**config.mk**
```make
export PLATFORM = sky130hd
export DESIGN_NAME = rx_sync_ctrl_flat
export DESIGN_NICKNAME = d
export VERILOG_FILES = /design/src/rtl/rx_sync_ctrl_if.sv /design/src/rtl/rx_sync_ctrl.sv /design/src/flat_wrapper.sv
export SDC_FILE = /design/constraint.sdc
export NUM_CORES = 1
export LEC_CHECK = 0
export ABC_CLOCK_PERIOD_IN_PS = 3950
export BUFFER_PORTS_ARGS = -buffer_cell sky130_fd_sc_hd__buf_2
export CAP_MARGIN = 20
export CORE_ASPECT_RATIO = 1.4
export CORE_MARGIN = 1
export CORE_UTILIZATION = 30
export CTS_CLUSTER_DIAMETER = 80
export DETAILED_ROUTE_END_ITERATION = 8
export GPL_ROUTABILITY_DRIVEN = 0
export PLACE_DENSITY = 0.54
export SLEW_MARGIN = 5
export SYNTH_ARGS = -nofsm -noshare
export SYNTH_HDL_FRONTEND = slang
export SYNTH_SLANG_ARGS = --single-unit
```
**constraint.sdc**
```tcl
create_clock -name clk_4f -period 3.95 [get_ports clk_4f]
set_input_delay 0.5925 -clock clk_4f [delete_from_list [all_inputs] [get_ports clk_4f]]
set_output_delay 0.5925 -clock clk_4f [all_outputs]
set_load 0.005 [all_outputs]
```
**src/rtl/rx_sync_ctrl_if.sv**
```systemverilog
// Byte-side bundle between the 1:8 deserializer and the receive sync controller.
// master = deserializer/consumer side, slave = rx_sync_ctrl.
interface rx_sync_ctrl_if;
    logic [7:0] byte_in;
    logic       byte_strobe;
    logic       byte_err;
    logic [7:0] data_out;
    logic       valid_out;
    logic       active;
    logic       bitslip;
    logic [7:0] loss_cnt;

    modport master (
        output byte_in,
        output byte_strobe,
        output byte_err,
        input  data_out,
        input  valid_out,
        input  active,
        input  bitslip,
        input  loss_cnt
    );

    modport slave (
        input  byte_in,
        input  byte_strobe,
        input  byte_err,
        output data_out,
        output valid_out,
        output active,
        output bitslip,
        output loss_cnt
    );
endinterface

```
**src/rtl/rx_sync_ctrl.sv**
```systemverilog
// Receive byte-alignment controller: hunts for COM, requests bitslips, declares lock,
// forwards data bytes and drops back to hunting on sustained symbol errors.
module rx_sync_ctrl #(
    parameter logic [7:0]  COM_SYM      = 8'hBC,
    parameter int unsigned LOCK_COUNT   = 4,
    parameter int unsigned SLIP_TIMEOUT = 16,
    parameter int unsigned ERR_LIMIT    = 3
) (
    input  logic          clk_4f,
    input  logic          reset,
    rx_sync_ctrl_if.slave bus
);

    localparam logic [2:0] LockLast = 3'(LOCK_COUNT);
    localparam logic [7:0] SlipLast = 8'(SLIP_TIMEOUT - 1);
    localparam logic [2:0] ErrLast  = 3'(ERR_LIMIT);

    typedef enum logic [1:0] {
        StHunt,
        StLocking,
        StSynced
    } state_e;

    state_e     state_q, state_d;
    logic [2:0] com_run_q, com_run_d;
    logic [2:0] err_run_q, err_run_d;
    logic [7:0] slip_timer_q, slip_timer_d;
    logic [7:0] data_out_q, data_out_d;
    logic       valid_q, valid_d;
    logic       active_q, active_d;
    logic       bitslip_q, bitslip_d;
    logic [7:0] loss_cnt_q, loss_cnt_d;

    logic       is_com;
    logic [2:0] com_run_inc;
    logic [2:0] err_run_inc;

    // An errored byte never qualifies as COM, even if its value matches.
    assign is_com      = (bus.byte_in == COM_SYM) && !bus.byte_err;
    assign com_run_inc = com_run_q + 3'd1;
    assign err_run_inc = err_run_q + 3'd1;

    always_ff @(posedge clk_4f or posedge reset) begin
        if (reset) begin
            state_q      <= StHunt;
            com_run_q    <= 3'd0;
            err_run_q    <= 3'd0;
            slip_timer_q <= 8'd0;
            data_out_q   <= 8'd0;
            valid_q      <= 1'b0;
            active_q     <= 1'b0;
            bitslip_q    <= 1'b0;
            loss_cnt_q   <= 8'd0;
        end else begin
            state_q      <= state_d;
            com_run_q    <= com_run_d;
            err_run_q    <= err_run_d;
            slip_timer_q <= slip_timer_d;
            data_out_q   <= data_out_d;
            valid_q      <= valid_d;
            active_q     <= active_d;
            bitslip_q    <= bitslip_d;
            loss_cnt_q   <= loss_cnt_d;
        end
    end

    always_comb begin
        state_d      = state_q;
        com_run_d    = com_run_q;
        err_run_d    = err_run_q;
        slip_timer_d = slip_timer_q;
        data_out_d   = data_out_q;
        loss_cnt_d   = loss_cnt_q;
        valid_d      = 1'b0;
        bitslip_d    = 1'b0;

        if (bus.byte_strobe) begin
            unique case (state_q)
                StHunt: begin
                    if (is_com) begin
                        state_d      = StLocking;
                        com_run_d    = 3'd1;
                        slip_timer_d = 8'd0;
                    end else if (slip_timer_q == SlipLast) begin
                        bitslip_d    = 1'b1;
                        slip_timer_d = 8'd0;
                    end else begin
                        slip_timer_d = slip_timer_q + 8'd1;
                    end
                end
                StLocking: begin
                    if (is_com) begin
                        com_run_d = com_run_inc;
                        if (com_run_inc == LockLast) begin
                            state_d = StSynced;
                        end
                    end else begin
                        state_d      = StHunt;
                        com_run_d    = 3'd0;
                        slip_timer_d = 8'd0;
                    end
                end
                StSynced: begin
                    if (bus.byte_err) begin
                        err_run_d = err_run_inc;
                        if (err_run_inc == ErrLast) begin
                            state_d      = StHunt;
                            com_run_d    = 3'd0;
                            err_run_d    = 3'd0;
                            slip_timer_d = 8'd0;
                            if (loss_cnt_q != 8'hFF) begin
                                loss_cnt_d = loss_cnt_q + 8'd1;
                            end
                        end
                    end else if (is_com) begin
                        err_run_d = 3'd0;
                    end else begin
                        data_out_d = bus.byte_in;
                        valid_d    = 1'b1;
                        err_run_d  = 3'd0;
                    end
                end
                default: begin
                    state_d = StHunt;
                end
            endcase
        end

        active_d = (state_d == StSynced);
    end

    assign bus.data_out  = data_out_q;
    assign bus.valid_out = valid_q;
    assign bus.active    = active_q;
    assign bus.bitslip   = bitslip_q;
    assign bus.loss_cnt  = loss_cnt_q;

endmodule

```
**src/flat_wrapper.sv**
```systemverilog
// flat-port wrapper written by rule: the top's interface ports become plain ports
module rx_sync_ctrl_flat 
#(
    parameter logic [7:0]  COM_SYM      = 8'hBC,
    parameter int unsigned LOCK_COUNT   = 4,
    parameter int unsigned SLIP_TIMEOUT = 16,
    parameter int unsigned ERR_LIMIT    = 3
)
  (clk_4f, reset, bus_byte_in, bus_byte_strobe, bus_byte_err, bus_data_out, bus_valid_out, bus_active, bus_bitslip, bus_loss_cnt);
  rx_sync_ctrl_if bus_i ();
  input  logic clk_4f;
  input  logic reset;
  input wire logic [$bits(bus_i.byte_in)-1:0] bus_byte_in;
  input wire logic [$bits(bus_i.byte_strobe)-1:0] bus_byte_strobe;
  input wire logic [$bits(bus_i.byte_err)-1:0] bus_byte_err;
  output wire logic [$bits(bus_i.data_out)-1:0] bus_data_out;
  output wire logic [$bits(bus_i.valid_out)-1:0] bus_valid_out;
  output wire logic [$bits(bus_i.active)-1:0] bus_active;
  output wire logic [$bits(bus_i.bitslip)-1:0] bus_bitslip;
  output wire logic [$bits(bus_i.loss_cnt)-1:0] bus_loss_cnt;
  assign bus_i.byte_in = bus_byte_in;
  assign bus_i.byte_strobe = bus_byte_strobe;
  assign bus_i.byte_err = bus_byte_err;
  assign bus_data_out = bus_i.data_out;
  assign bus_valid_out = bus_i.valid_out;
  assign bus_active = bus_i.active;
  assign bus_bitslip = bus_i.bitslip;
  assign bus_loss_cnt = bus_i.loss_cnt;
  rx_sync_ctrl #(.COM_SYM(COM_SYM), .LOCK_COUNT(LOCK_COUNT), .SLIP_TIMEOUT(SLIP_TIMEOUT), .ERR_LIMIT(ERR_LIMIT)) u_core (.clk_4f(clk_4f), .reset(reset), .bus(bus_i));
endmodule
```
==> results.md <==
- Register area: 875.8 um2
- Final hold vios: 0
- Hold Path Class: in -> async
- Final setup fails: 0
- Per-cell routed wire length: 14.32 um
- Reg2reg path depth: 6
- Element type at the critical path start: flip-flop
- # resized after CTS: 0
- Synth area leaders: dfrtp_1, ha_1, mux2_2
- Core ar.: 5946 um2
- Fmax: 0.4824 GHz
- Worst Setup SP: u_core.err_run_q[0]
- Setup_tns: 0 ps
- R2r setup slk: around 1900 ps
- Sequential fraction of the synthesis area: 46.73%
- Yosys warning count: 0
- Yosys top cell by area: dfrtp_1
- Sink Count: 35
- CTS H-tree lvls: 2
- Synth cell count leaders: dfrtp_1, nand2_1, ha_1, mux2_2, nor2_1
- Mapped Area: 1874 um2
- CTS Hold Buffers Added: 0
- Nets: 223
- Yosys reg bits: 35
- Non-Filler Instances: 272
- Placed Instances: 264
- Cell count after synthesis: ~170
- Root Buffer: clkbuf_8
- Post-route cell area: 2198 um2
- Kind of critical path: reg -> reg
- CP arrival: 2250 ps
- Num ports: 31
- Crit path max fanout: 7
- Syn-to-layout area delta: 17.29%
- CP Capture Type: flip-flop
- Worst setup endpoint: u_core.slip_timer_q[7]
- First-pass GRT wire length: 6520 um
- Vias: 1360
- Max-slew headroom: 53.07%
- Starting Density: a little under a third
- Pin count of the biggest net entering global routing: 36
- Critical Path RT: 4130 ps
- Via/cell ratio: 5.000
- Hpwl dp: between 3000 and 4000 um
- Final global-route overflow total: 0
- Multi-input combinational cell area: about 950 um2
- Most frequent cell after synthesis: dfrtp_1
- N_diodes: 0
- Worst-Margin Slew: 700.1 ps
- Asr flop ratio synth: 100.0%
- Syn avg cell area: 11.29 um2
- CTS tree: built
- Die area: 6572 um2
- Post-Route WL: 3894 um
- # Post-CTS Setup Buffers: 0
- Max Buffers Root-to-Sink: 2
- Die width: 68.80 um
- FP Rows: 33
- Drt initial violations: 8
- PwrDens: roughly 360 nW/um2
- Initial antenna violation count: 0
- Final Skew: roughly 6.2 ps
- Clock-pin slew on the worst setup and hold paths: approximately 70 ps
- Slew Limit Fails: 0
- LEAKAGE: 1.072 nW
- R2r startpoint: u_core.err_run_q[0]
- EDFF count, synth: 0
- # fillers: 634
- Later-pin clock latency in the skew report: 280 ps
- RSZ-0062 raised after global routing: false
- Post-synthesis cell type count: 44
- Die height: 95.53 um
- Reg-to-Reg End: u_core.slip_timer_q[7]
- Max-cap violations: 0
- Post-layout minimum cycle time: slightly above 2000 ps
- Ys flop type: dfrtp_1
- Total CTS buffers: 5
- Vias in the first global route: 1319
- Max VDD drop: approximately 0.00020 V
- I/O Buffers: 30
- Area after DPL: roughly 2100 um2
- First-pass DRT Iterations: 4
- Layout cell share with drive strength beyond 1: 28.22%
- Syn nets: 188
- DRC viols: 0
- Detail Route Antenna Nets: 0
- Final Cycle Share: a little over half
- Status: completed
- Top cell type's share of synthesized area: 46.73%
- Total track usage: 13.41%
## sequential cells by signal, summed over array words and instances (netlist names)
register / cells
u_core.state_q: 2
u_core.bus.data_out: 8
u_core.slip_timer_q: 8
u_core.err_run_q: 3
u_core.bus.active: 1
u_core.bus.bitslip: 1
u_core.bus.valid_out: 1
u_core.com_run_q: 3
u_core.bus.loss_cnt: 8
## logic make-up (layout without fill, tap and decap cells)
logic type,count (synthesis),in the layout,share of synthesized area [%]
AOI/OAI and AO/OA,30,30,13.42
xor gates and xnor gates,9,9,4.607
adders and majority gates,10,10,6.676
buffers and inverters,10,46,2.537
DFF,35,35,46.73
muxes,10,10,6.008
and+or+nand+nor,62,62,20.03
## report_power, final
part / switching (mW) / leakage [nW] / total [mW] / internal [mW]
Clock: 0.125 / 0.0515 / 0.284 / 0.159
Sequential: 0.0333 / 0.471 / 0.422 / 0.389
Combinational: 0.0477 / 0.549 / 0.0937 / 0.0460
Total: 0.206 / 1.07 / 0.800 / 0.594
## metal layers
metal	GRT usage, %	part of all wire [%]	vias to the layer above
met3	3.230	2.9	6
met2	22.96	54	22
met5	0	0	-
met4	4.592	1.3	0
li1	-	-	680
met1	16.01	42	652
## worst min-delay path by stage
stage	to	cells after the start	from	slack, ps
finish	u_core.bus.active	3	reset	400
CTS	u_core.slip_timer_q[7]	3	reset	410
detailed placement	u_core.bus.loss_cnt[6]	1	u_core.bus.loss_cnt[6]	490
floorplan	u_core.slip_timer_q[1]	2	u_core.slip_timer_q[1]	450
global placement	u_core.bus.loss_cnt[6]	1	u_core.bus.loss_cnt[6]	480
global route	u_core.bus.data_out[1]	3	reset	450
## critical path, cell delays in order (launching register included)
cell	delay (ps)
dfrtp_1	410
ha_1	270
xnor2_2	170
a31oi_2	160
or3_1	530
a21o_1	200
a22o_1	220
## cells in the final DEF, fill, tap and decap left out, types with 2 or more instances in the layout
master,instances
a21o_1,3
a22o_1,6
and3_1,4
and4_1,2
buf_2,30
clkbuf_8,7
dfrtp_1,35
ha_1,10
inv_1,7
mux2_2,10
nand2_1,11
nand2b_1,2
nand3_1,7
nand3b_1,3
nand4_1,3
nand4b_1,2
nor2_1,10
nor2b_1,4
nor3_1,3
nor3_2,2
o211ai_1,2
o21ai_0,7
o22ai_1,2
or3_1,2
xnor2_1,5
xor2_1,3
## final cells by class
type | count | area share [%]
Clock buffer | 8 | 4.553
Inverter | 7 | 1.195
Multi-Input combinational cell | 121 | 43.26
Sequential cell | 35 | 39.84
Tap cell | 70 | 3.984
Timing Repair Buffer | 31 | 7.171
## through the flow
step	total power [mW]	hold slack [ps]	util [%]	setup WS, ps
2_1_floorplan	0.4940	454.6	-	2023
3_3_place_gp	0.5230	482.0	35.29	1778
3_5_place_dp	0.5232	486.6	35.29	1752
4_1_cts	0.8105	412.7	36.97	1867
5_1_grt	0.8434	445.1	36.97	1708
6_report	0.7996	401.8	36.97	1877
Note: power is estimated with default switching activity, not from simulation.
